**src/rtl/regfile_dumper_pkg.sv**
```systemverilog
// Shared processor constants: register-file geometry and the dumper FSM encoding.
package regfile_dumper_pkg;

   localparam int XLEN      = 32;
   localparam int REG_IDX_W = 5;
   localparam int REG_COUNT = 32;

   typedef enum logic [1:0] {
      IDLE    = 2'd0,
      READ    = 2'd1,
      PRESENT = 2'd2,
      DONE    = 2'd3
   } dump_state_t;

endpackage

```
**src/rtl/regfile_dumper.sv**
```systemverilog
// Walks a register-file read port from FIRST_REG to LAST_REG and streams each
// captured word out over a valid/ready channel, pulsing done at the end.
module regfile_dumper
   import regfile_dumper_pkg::*;
#(
   parameter int FIRST_REG = 0,
   parameter int LAST_REG  = 31,
   parameter bit ZERO_X0   = 1'b1
) (
   input  logic                 clk,
   input  logic                 rst,
   input  logic                 start,
   input  logic                 abort,
   output logic [REG_IDX_W-1:0] rf_addr,
   input  logic [XLEN-1:0]      rf_rdata,
   output logic                 dump_valid,
   input  logic                 dump_ready,
   output logic [XLEN-1:0]      dump_data,
   output logic [REG_IDX_W-1:0] dump_idx,
   output logic                 busy,
   output logic                 done,
   output logic [1:0]           dbg_state
);

   localparam logic [REG_IDX_W-1:0] FIRST_IDX = REG_IDX_W'(FIRST_REG);
   localparam logic [REG_IDX_W-1:0] LAST_IDX  = REG_IDX_W'(LAST_REG);

   dump_state_t          r_state;
   dump_state_t          w_next_state;
   logic [REG_IDX_W-1:0] r_idx;
   logic [REG_IDX_W-1:0] w_next_idx;
   logic                 r_dump_valid;
   logic                 w_next_valid;
   logic [XLEN-1:0]      r_dump_data;
   logic [XLEN-1:0]      w_next_data;
   logic [REG_IDX_W-1:0] r_dump_idx;
   logic [REG_IDX_W-1:0] w_next_dump_idx;
   logic                 w_handshake;

   // dump_valid/dump_ready: a word transfers on a rising edge where both are
   // high; while valid is high and ready low, dump_data and dump_idx hold.
   assign w_handshake = r_dump_valid & dump_ready;

   always_comb begin
      w_next_state    = r_state;
      w_next_idx      = r_idx;
      w_next_valid    = r_dump_valid;
      w_next_data     = r_dump_data;
      w_next_dump_idx = r_dump_idx;
      case (r_state)
         IDLE: begin
            if (start) begin
               w_next_idx   = FIRST_IDX;
               w_next_state = READ;
            end
         end
         READ: begin
            if (abort) begin
               w_next_state = IDLE;
            end else begin
               w_next_data     = (ZERO_X0 && (r_idx == '0)) ? '0 : rf_rdata;
               w_next_dump_idx = r_idx;
               w_next_valid    = 1'b1;
               w_next_state    = PRESENT;
            end
         end
         PRESENT: begin
            // abort wins over a simultaneous handshake: no further words, no done
            if (abort) begin
               w_next_valid = 1'b0;
               w_next_state = IDLE;
            end else if (w_handshake) begin
               w_next_valid = 1'b0;
               if (r_idx == LAST_IDX) begin
                  w_next_state = DONE;
               end else begin
                  w_next_idx   = r_idx + 1'b1;
                  w_next_state = READ;
               end
            end
         end
         DONE: begin
            w_next_state = IDLE;
         end
         default: begin
            w_next_state = IDLE;
            w_next_valid = 1'b0;
         end
      endcase
   end

   always_ff @(posedge clk) begin
      if (rst) begin
         r_state      <= IDLE;
         r_idx        <= '0;
         r_dump_valid <= 1'b0;
         r_dump_data  <= '0;
         r_dump_idx   <= '0;
      end else begin
         r_state      <= w_next_state;
         r_idx        <= w_next_idx;
         r_dump_valid <= w_next_valid;
         r_dump_data  <= w_next_data;
         r_dump_idx   <= w_next_dump_idx;
      end
   end

   assign rf_addr    = r_idx;
   assign dump_valid = r_dump_valid;
   assign dump_data  = r_dump_data;
   assign dump_idx   = r_dump_idx;
   assign busy       = (r_state != IDLE);
   assign done       = (r_state == DONE);
   assign dbg_state  = r_state;

endmodule

```
**config.mk**
```make
export PLATFORM = sky130hd
export DESIGN_NAME = regfile_dumper
export DESIGN_NICKNAME = d
export VERILOG_FILES = /design/src/rtl/regfile_dumper_pkg.sv /design/src/rtl/regfile_dumper.sv
export SDC_FILE = /design/constraint.sdc
export NUM_CORES = 1
export LEC_CHECK = 0
export ABC_AREA = 0
export CAP_MARGIN = 20
export CORE_UTILIZATION = 44
export CTS_CLUSTER_DIAMETER = 30
export DETAILED_ROUTE_END_ITERATION = 8
export PLACE_DENSITY = 0.85
export SYNTH_ARGS = -nofsm -noshare
export SYNTH_HDL_FRONTEND = slang
export SYNTH_SLANG_ARGS = --single-unit
export TNS_END_PERCENT = 20
```
**constraint.sdc**
```tcl
create_clock -name clk -period 3.7 [get_ports clk]
set_input_delay 0.74 -clock clk [delete_from_list [all_inputs] [get_ports clk]]
set_output_delay 0.74 -clock clk [all_outputs]
set_load 0.01 [all_outputs]
```
==> results of run 1 <==
## critical path: cells and delay by family
family	cells	cell delay (ns)
buffers and inverters	2	0.84
AND/OR/NAND/NOR	3	0.97
AO/OA/AOI/OAI	1	0.12
## routing by layer
layer	GRT usage	vias to the layer above	part of all wire	wire length (um)
met5	0	-	0	0
met4	0.0798	0	0.0043	18
met3	0.0534	2	0.078	329
met2	0.321	70	0.47	1970
met1	0.240	725	0.45	1890
li1	-	783	-	-
## logic make-up (layout without fill, tap and decap cells)
logic type | Yosys count | in the layout | synth area share
adders and majority gates | 3 | 3 | 0.0208
and+or+nand+nor | 63 | 63 | 0.165
buffers and inverters | 15 | 96 | 0.0604
AOI/OAI and AO/OA | 44 | 44 | 0.215
DFF | 45 | 45 | 0.500
muxes | 7 | 7 | 0.0389
## state kept, by name (all words and copies together) (netlist names)
name        count
dump_data      32
dump_idx        5
rf_addr         5
dbg_state       2
dump_valid      1
## area by class of cell
| type | count | area, sq um |
|---|---|---|
| clock buffer | 6 | 72.6 |
| clock inverter | 2 | 38.8 |
| fill | 305 | 1080 |
| inverter | 3 | 11.3 |
| multi-input combinational | 117 | 793 |
| sequential | 45 | 901 |
| tap | 48 | 60.1 |
| timing repair buffer | 85 | 846 |
## layout by cell type, fill, tap and decap left out
| cell | instances |
|---|---|
| clkdlybuf4s50_1 | 83 |
| dfxtp_1 | 45 |
| nor2_1 | 42 |
| a22oi_1 | 19 |
| a22oi_2 | 14 |
| mux2i_1 | 7 |
| clkbuf_8 | 5 |
| nand2_1 | 4 |
| o21ai_0 | 4 |
| inv_1 | 3 |
| ha_1 | 3 |
| and2_1 | 2 |
| and2b_1 | 2 |
| nand3_1 | 2 |
| a21oi_1 | 2 |
| a22o_1 | 2 |
| buf_4 | 2 |
| and3_1 | 1 |
| or2_2 | 1 |
| or3b_4 | 1 |
| nor4b_1 | 1 |
| nor2_4 | 1 |
| and4bb_2 | 1 |
| nor3_1 | 1 |
| or3_1 | 1 |
| a31oi_1 | 1 |
| nand3b_1 | 1 |
| nand2b_1 | 1 |
| o32ai_1 | 1 |
| a211oi_1 | 1 |
| nor2b_1 | 1 |
| clkinv_4 | 1 |
| bufinv_16 | 1 |
| clkbuf_1 | 1 |
## worst max path at each step
stage | slack [ns] | endpoint | from | depth (start not counted)
floorplan | 1.80 | rf_addr[1] | rf_addr[0] | 7
global placement | 0.99 | dump_data[2] | abort | 6
detailed placement | 0.92 | dump_data[26] | abort | 6
CTS | 1.24 | dump_data[26] | abort | 6
global route | 1.11 | dump_data[26] | abort | 6
finish | 1.24 | dump_data[26] | abort | 6
## stage by stage
step / cells / worst slack (ns) / power (W)
global route: 306 / 1.11 / 0.000966
detailed placement: 298 / 0.921 / 0.000575
global placement: 298 / 0.991 / 0.000575
finish: 306 / 1.24 / 0.000926
CTS: 306 / 1.24 / 0.000935
floorplan: 177 / 1.80 / 0.000527
## power groups by stage
stage,Clock (W),Combinational (W),Sequential [W]
after global placement,0,0.0000751,0.000500
after global routing,0.000396,0.0000799,0.000490
after CTS,0.000370,0.0000756,0.000489
after floorplan,0,0.0000260,0.000501
after detailed placement,0,0.0000746,0.000500
final,0.000362,0.0000750,0.000489
==> run_results.csv, run 1 <==
group,metric,value,unit
run_status,status,"finished, final reports clean",
timing,worst-slew-pin-transition,0.624,ns
floorplan,fp.dieH,66.0,um
clocking,cts.clk_slew.worst_paths,0.08,ns
synth,async_reset_ff_frac,0,
synth,ys_ff_latch,45,
detailed_routing,drtIter0Drc,95,
synth,post-synth-top-count-cell,"dfxtp_1",
final_layout,syn_to_final_growth,51.0,%
worst_setup_path,worst-r2r-cell-count,7,
power_and_ir_drop,power_frac_seq,0.528,
floorplan,core,0.00380,sq mm
timing,skew,0.00665,ns
worst_setup_path,r2r-start,"rf_addr[0]",
grt,grt_usage,0.196,
final_layout,final_area,0.00272,sq mm
synth,synth_warnings,0,
floorplan,initial_core_util,0.475,
worst_setup_path,worstPathCellList,"clkdlybuf4s50_1, or3b_4, nor2_4, buf_4, a22oi_1, nor2_1",
placement,place_hpwl,2.82,mm
power_and_ir_drop,clockPowerShare,0.391,
placement,placed_area,0.00261,sq mm
detailed_routing,routed_wl,4.20,mm
power_and_ir_drop,power_leakage,0.986,nW
power_and_ir_drop,swShare,0.207,
timing,max-slew-margin-rel,0.578,
power_and_ir_drop,internal_power,0.000734,W
grt,grt_max_degree,39,
worst_setup_path,critical_path_class,"primary input to register",
grt,grt_pass1_vias,1446,
worst_setup_path,slowest_stage,"or3b_4",
worst_hold_path,hp-start,"dump_data[20]",
synth,yosysTopAreaCellShare,0.500,
clocking,cts_hold_buf,0,
power_and_ir_drop,vdd_drop_max,0.000300,V
worst_hold_path,min_path_cells,2,
timing,max_freq,407,MHz
worst_setup_path,critPathMaxStageDelay,0.65,ns
synth,yosysUniqueCellTypes,30,
clocking,cts_setup_buffers,0,
power_and_ir_drop,combPwrFrac,0.081,
clocking,cts-root-buf,"clkbuf_8",
synth,syn_nets,217,
timing,hold_ws,0.516,ns
detailed_routing,drtPass1Iterations,4,
final_layout,antenna_cells,0,
worst_setup_path,worst-r2r-setup-slack,1.60,ns
power_and_ir_drop,p_switching,0.000192,W
final_layout,drive_gt1_frac,0.105,
synth,synth_area,0.00180,sq mm
worst_setup_path,start_kind,"primary input",
floorplan,die_area,0.00436,sq mm
flow_run,drv_cap,0,
power_and_ir_drop,power_per_cell_area,340,mW/mm^2
clocking,max-clock-path-buffers,2,
grt,antenna_found_initial,0,
synth,yosysTopAreaCell,"dfxtp_1",
worst_setup_path,timing.rr.end,"rf_addr[4]",
floorplan,rows,22,
placement,gp_congestion,0.799,
timing,setup_violations,0,
final_layout,nets,297,
grt,gr-total-overflow,0,
placement,io_buffers,83,
timing,maxSlewViolCount,0,
floorplan,ioPinCount,84,
final_layout,fin_util,0.717,
synth,synth_area_leaders,"dfxtp_1, a22oi_2, nor2_1, a22oi_1, buf_6",
timing,tns,0,ns
clocking,cts_sinks,45,
detailed_routing,wl_per_cell,13.7,um
clocking,cts_tree,"done",
clocking,htreeDepth,2,
timing,period_minus_slack,2.46,ns
worst_hold_path,hp-class,"register to register",
detailed_routing,ant_nets,0,
worst_hold_path,worstHoldEndpoint,"dump_data[20]",
synth,synth-edff-count,0,
synth,synth_ff_type,"dfxtp_1",
clocking,cts_repair_resize_count,0,
floorplan,die-width,66.0,um
detailed_routing,drt-vias-per-instance,5.16,
synth,ys_top_cells_by_count,"dfxtp_1, nor2_1, a22oi_1",
timing,rsz0062_at_grt,"no",
worst_setup_path,worstPathArrival,2.69,ns
synth,ys_seq_area_frac,0.500,
synth,avgSynthCellArea,10.2,sq um
detailed_routing,drc,0,
grt,grt_pass1_wl,6.47,mm
worst_setup_path,cp_max_fo,38,
timing,fin_crit_sh,0.664,
clocking,worstSkewPairLatency,0.29,ns
synth,synthesis.instances,177,
clocking,cts_inserted_buffers,5,
timing,hold_viol_final,0,
worst_setup_path,required,3.93,ns
worst_setup_path,cp-end-kind,"register",
detailed_routing,vias,1580,
No activity file was read; power rests on OpenSTA's default activity.
==> run 2: changes to the inputs <==
--- a/config.mk
+++ b/config.mk
@@ -7,10 +7,10 @@
 export LEC_CHECK = 0
 export ABC_AREA = 0
 export CAP_MARGIN = 20
-export CORE_UTILIZATION = 44
+export CORE_UTILIZATION = 37
 export CTS_CLUSTER_DIAMETER = 30
 export DETAILED_ROUTE_END_ITERATION = 8
-export PLACE_DENSITY = 0.85
+export PLACE_DENSITY = 0.76
 export SYNTH_ARGS = -nofsm -noshare
 export SYNTH_HDL_FRONTEND = slang
 export SYNTH_SLANG_ARGS = --single-unit
==> constraint.sdc (replaced) <==
create_clock -name clk -period 2 [get_ports clk]
set_input_delay 0.4 -clock clk [delete_from_list [all_inputs] [get_ports clk]]
set_output_delay 0.4 -clock clk [all_outputs]
set_load 0.01 [all_outputs]
==> run 2 against run 1 <==
Against the previous run: clock skew decreased by 0.0026 ns; flip-flop and latch count unchanged; design area is 4.5% higher; die area rose by 18%; non-clock buffer count rose by 10; cell count grew 4.9%; power rose by 84%; critical path depth is 4 lower; worst setup slack worse by 1.1 ns.
==> run_results.csv, run 2 (synthesis gave the netlist of run 1 again) <==
group,metric,value,unit
worst_setup_path,cp_max_fo,9,
worst_hold_path,hp-class,"register to register",
grt,grt_usage,0.168,
final_layout,nets,307,
clocking,cts_inserted_buffers,5,
timing,hold_viol_final,0,
clocking,cts-root-buf,"clkbuf_8",
worst_hold_path,min_path_cells,2,
detailed_routing,ant_nets,0,
timing,worst-slew-pin-transition,0.515,ns
worst_setup_path,critPathMaxStageDelay,0.53,ns
worst_setup_path,worst-r2r-setup-slack,0.12,ns
floorplan,fp.dieH,71.8,um
detailed_routing,drtPass1Iterations,4,
power_and_ir_drop,p_total,0.00171,W
power_and_ir_drop,vdd_drop_max,0.000376,V
placement,gp_congestion,0.831,
final_layout,finalNonFillerCells,321,
clocking,cts_tree,"done",
final_layout,largest_reg_flops,32,
placement,dp.cells,313,
floorplan,initial_core_util,0.384,
detailed_routing,drtIter0Drc,75,
placement,place_hpwl,2.93,mm
final_layout,fin_util,0.607,
clocking,max-clock-path-buffers,2,
clocking,worstSkewPairLatency,0.29,ns
grt,grt_pass1_wl,6.69,mm
final_layout,drive_gt1_frac,0.150,
grt,antenna_found_initial,0,
floorplan,core,0.00469,sq mm
detailed_routing,routed_wl,4.26,mm
worst_setup_path,critical_path_class,"register to output port",
final_layout,antenna_cells,0,
flow_run,drv_cap,0,
run_status,status,"finished, final reports clean",
grt,grt_pass1_vias,1400,
floorplan,ioPinCount,84,
timing,tns,0,ns
detailed_routing,drc,0,
worst_setup_path,crit_buf_inv,1,
power_and_ir_drop,power_leakage,1.05,nW
timing,maxSlewViolCount,0,
worst_setup_path,slowest_stage,"clkdlybuf4s50_1",
clocking,cts.clk_slew.worst_paths,0.08,ns
timing,setup_violations,0,
clocking,htreeDepth,2,
power_and_ir_drop,power_per_cell_area,599,mW/mm^2
worst_setup_path,critPathTopFamily,"buffers and inverters",
final_layout,final_cell_mix,"clkdlybuf4s50_1, dfxtp_1, nor2_1",
worst_setup_path,cp-end-kind,"output port",
timing,fin_crit_sh,0.947,
timing,rsz0062_at_grt,"no",
placement,io_buffers,83,
timing,period_minus_slack,1.89,ns
grt,grt_max_degree,37,
worst_setup_path,worstPathArrival,1.49,ns
worst_setup_path,crit_cells,2,
floorplan,die-width,71.8,um
detailed_routing,drt-vias-per-instance,5.00,
final_layout,layout_commonest_cell,"clkdlybuf4s50_1",
timing,skew,0.00401,ns
worst_setup_path,required,1.60,ns
detailed_routing,wl_per_cell,13.3,um
detailed_routing,vias,1604,
grt,gr-total-overflow,0,
floorplan,rows,25,
timing,max_freq,528,MHz
worst_setup_path,start_kind,"register",
final_layout,syn_to_final_growth,57.9,%
timing,max-slew-margin-rel,0.652,
clocking,cts_sinks,45,
worst_setup_path,worstPathCellList,"and2_1, clkdlybuf4s50_1",
floorplan,die_area,0.00516,sq mm
worst_setup_path,worst-r2r-cell-count,7,
run 2: report_power, final:
| group | switching (W) | leakage (nW) | internal, W |
|---|---|---|---|
| Sequential | 0.00000602 | 0.363 | 0.000899 |
| Clock | 0.000285 | 0.0540 | 0.000363 |
| Combinational | 0.0000586 | 0.630 | 0.0000935 |
run 2: worst min-delay path, stage by stage (launching register included):
cell,delay [ns]
dfxtp_1,0.33
mux2i_1,0.07
nor2_1,0.07
run 2: worst paths after layout:
kind,start,endpoint
max,dbg_state[1],done
min,dump_idx[3],dump_idx[3]
max reg2reg,rf_addr[0],rf_addr[3]
min reg2reg,dump_idx[3],dump_idx[3]
run 2: routing by layer:
layer	vias up	routed length (um)	GRT usage
met5	-	0	0
met2	64	1990	0.260
met4	0	68	0.0479
li1	800	-	-
met3	7	331	0.0591
met1	733	1880	0.221
run 2: what timing repair did:
| item | in CTS | in global routing |
|---|---|---|
| hold buffers | 0 | 0 |
| setup buffers | 0 | 1 |
| setup endpoints to repair | 1 | 4 |
| gates resized for setup | 1 | 3 |
| pin swaps | 0 | 1 |
run 2: area by class of cell:
cell class	count	area, sq um
Clock buffer	5	68.8
Sequential cell	45	901
Fill cell	402	1850
Timing Repair Buffer	95	946
Tap cell	54	67.6
Clock inverter	2	35.0
Inverter	3	11.3
Multi-Input combinational cell	117	817
run 2: through the flow:
stage | setup WS [ns] | hold slack [ns] | cell area [sq um]
2_1_floorplan | 0.102 | 0.478 | 1800
3_3_place_gp | 0.0422 | 0.480 | 2710
3_5_place_dp | -0.00158 | 0.490 | 2710
4_1_cts | 0.0512 | 0.512 | 2820
5_1_grt | 0.00323 | 0.532 | 2850
6_report | 0.105 | 0.501 | 2850
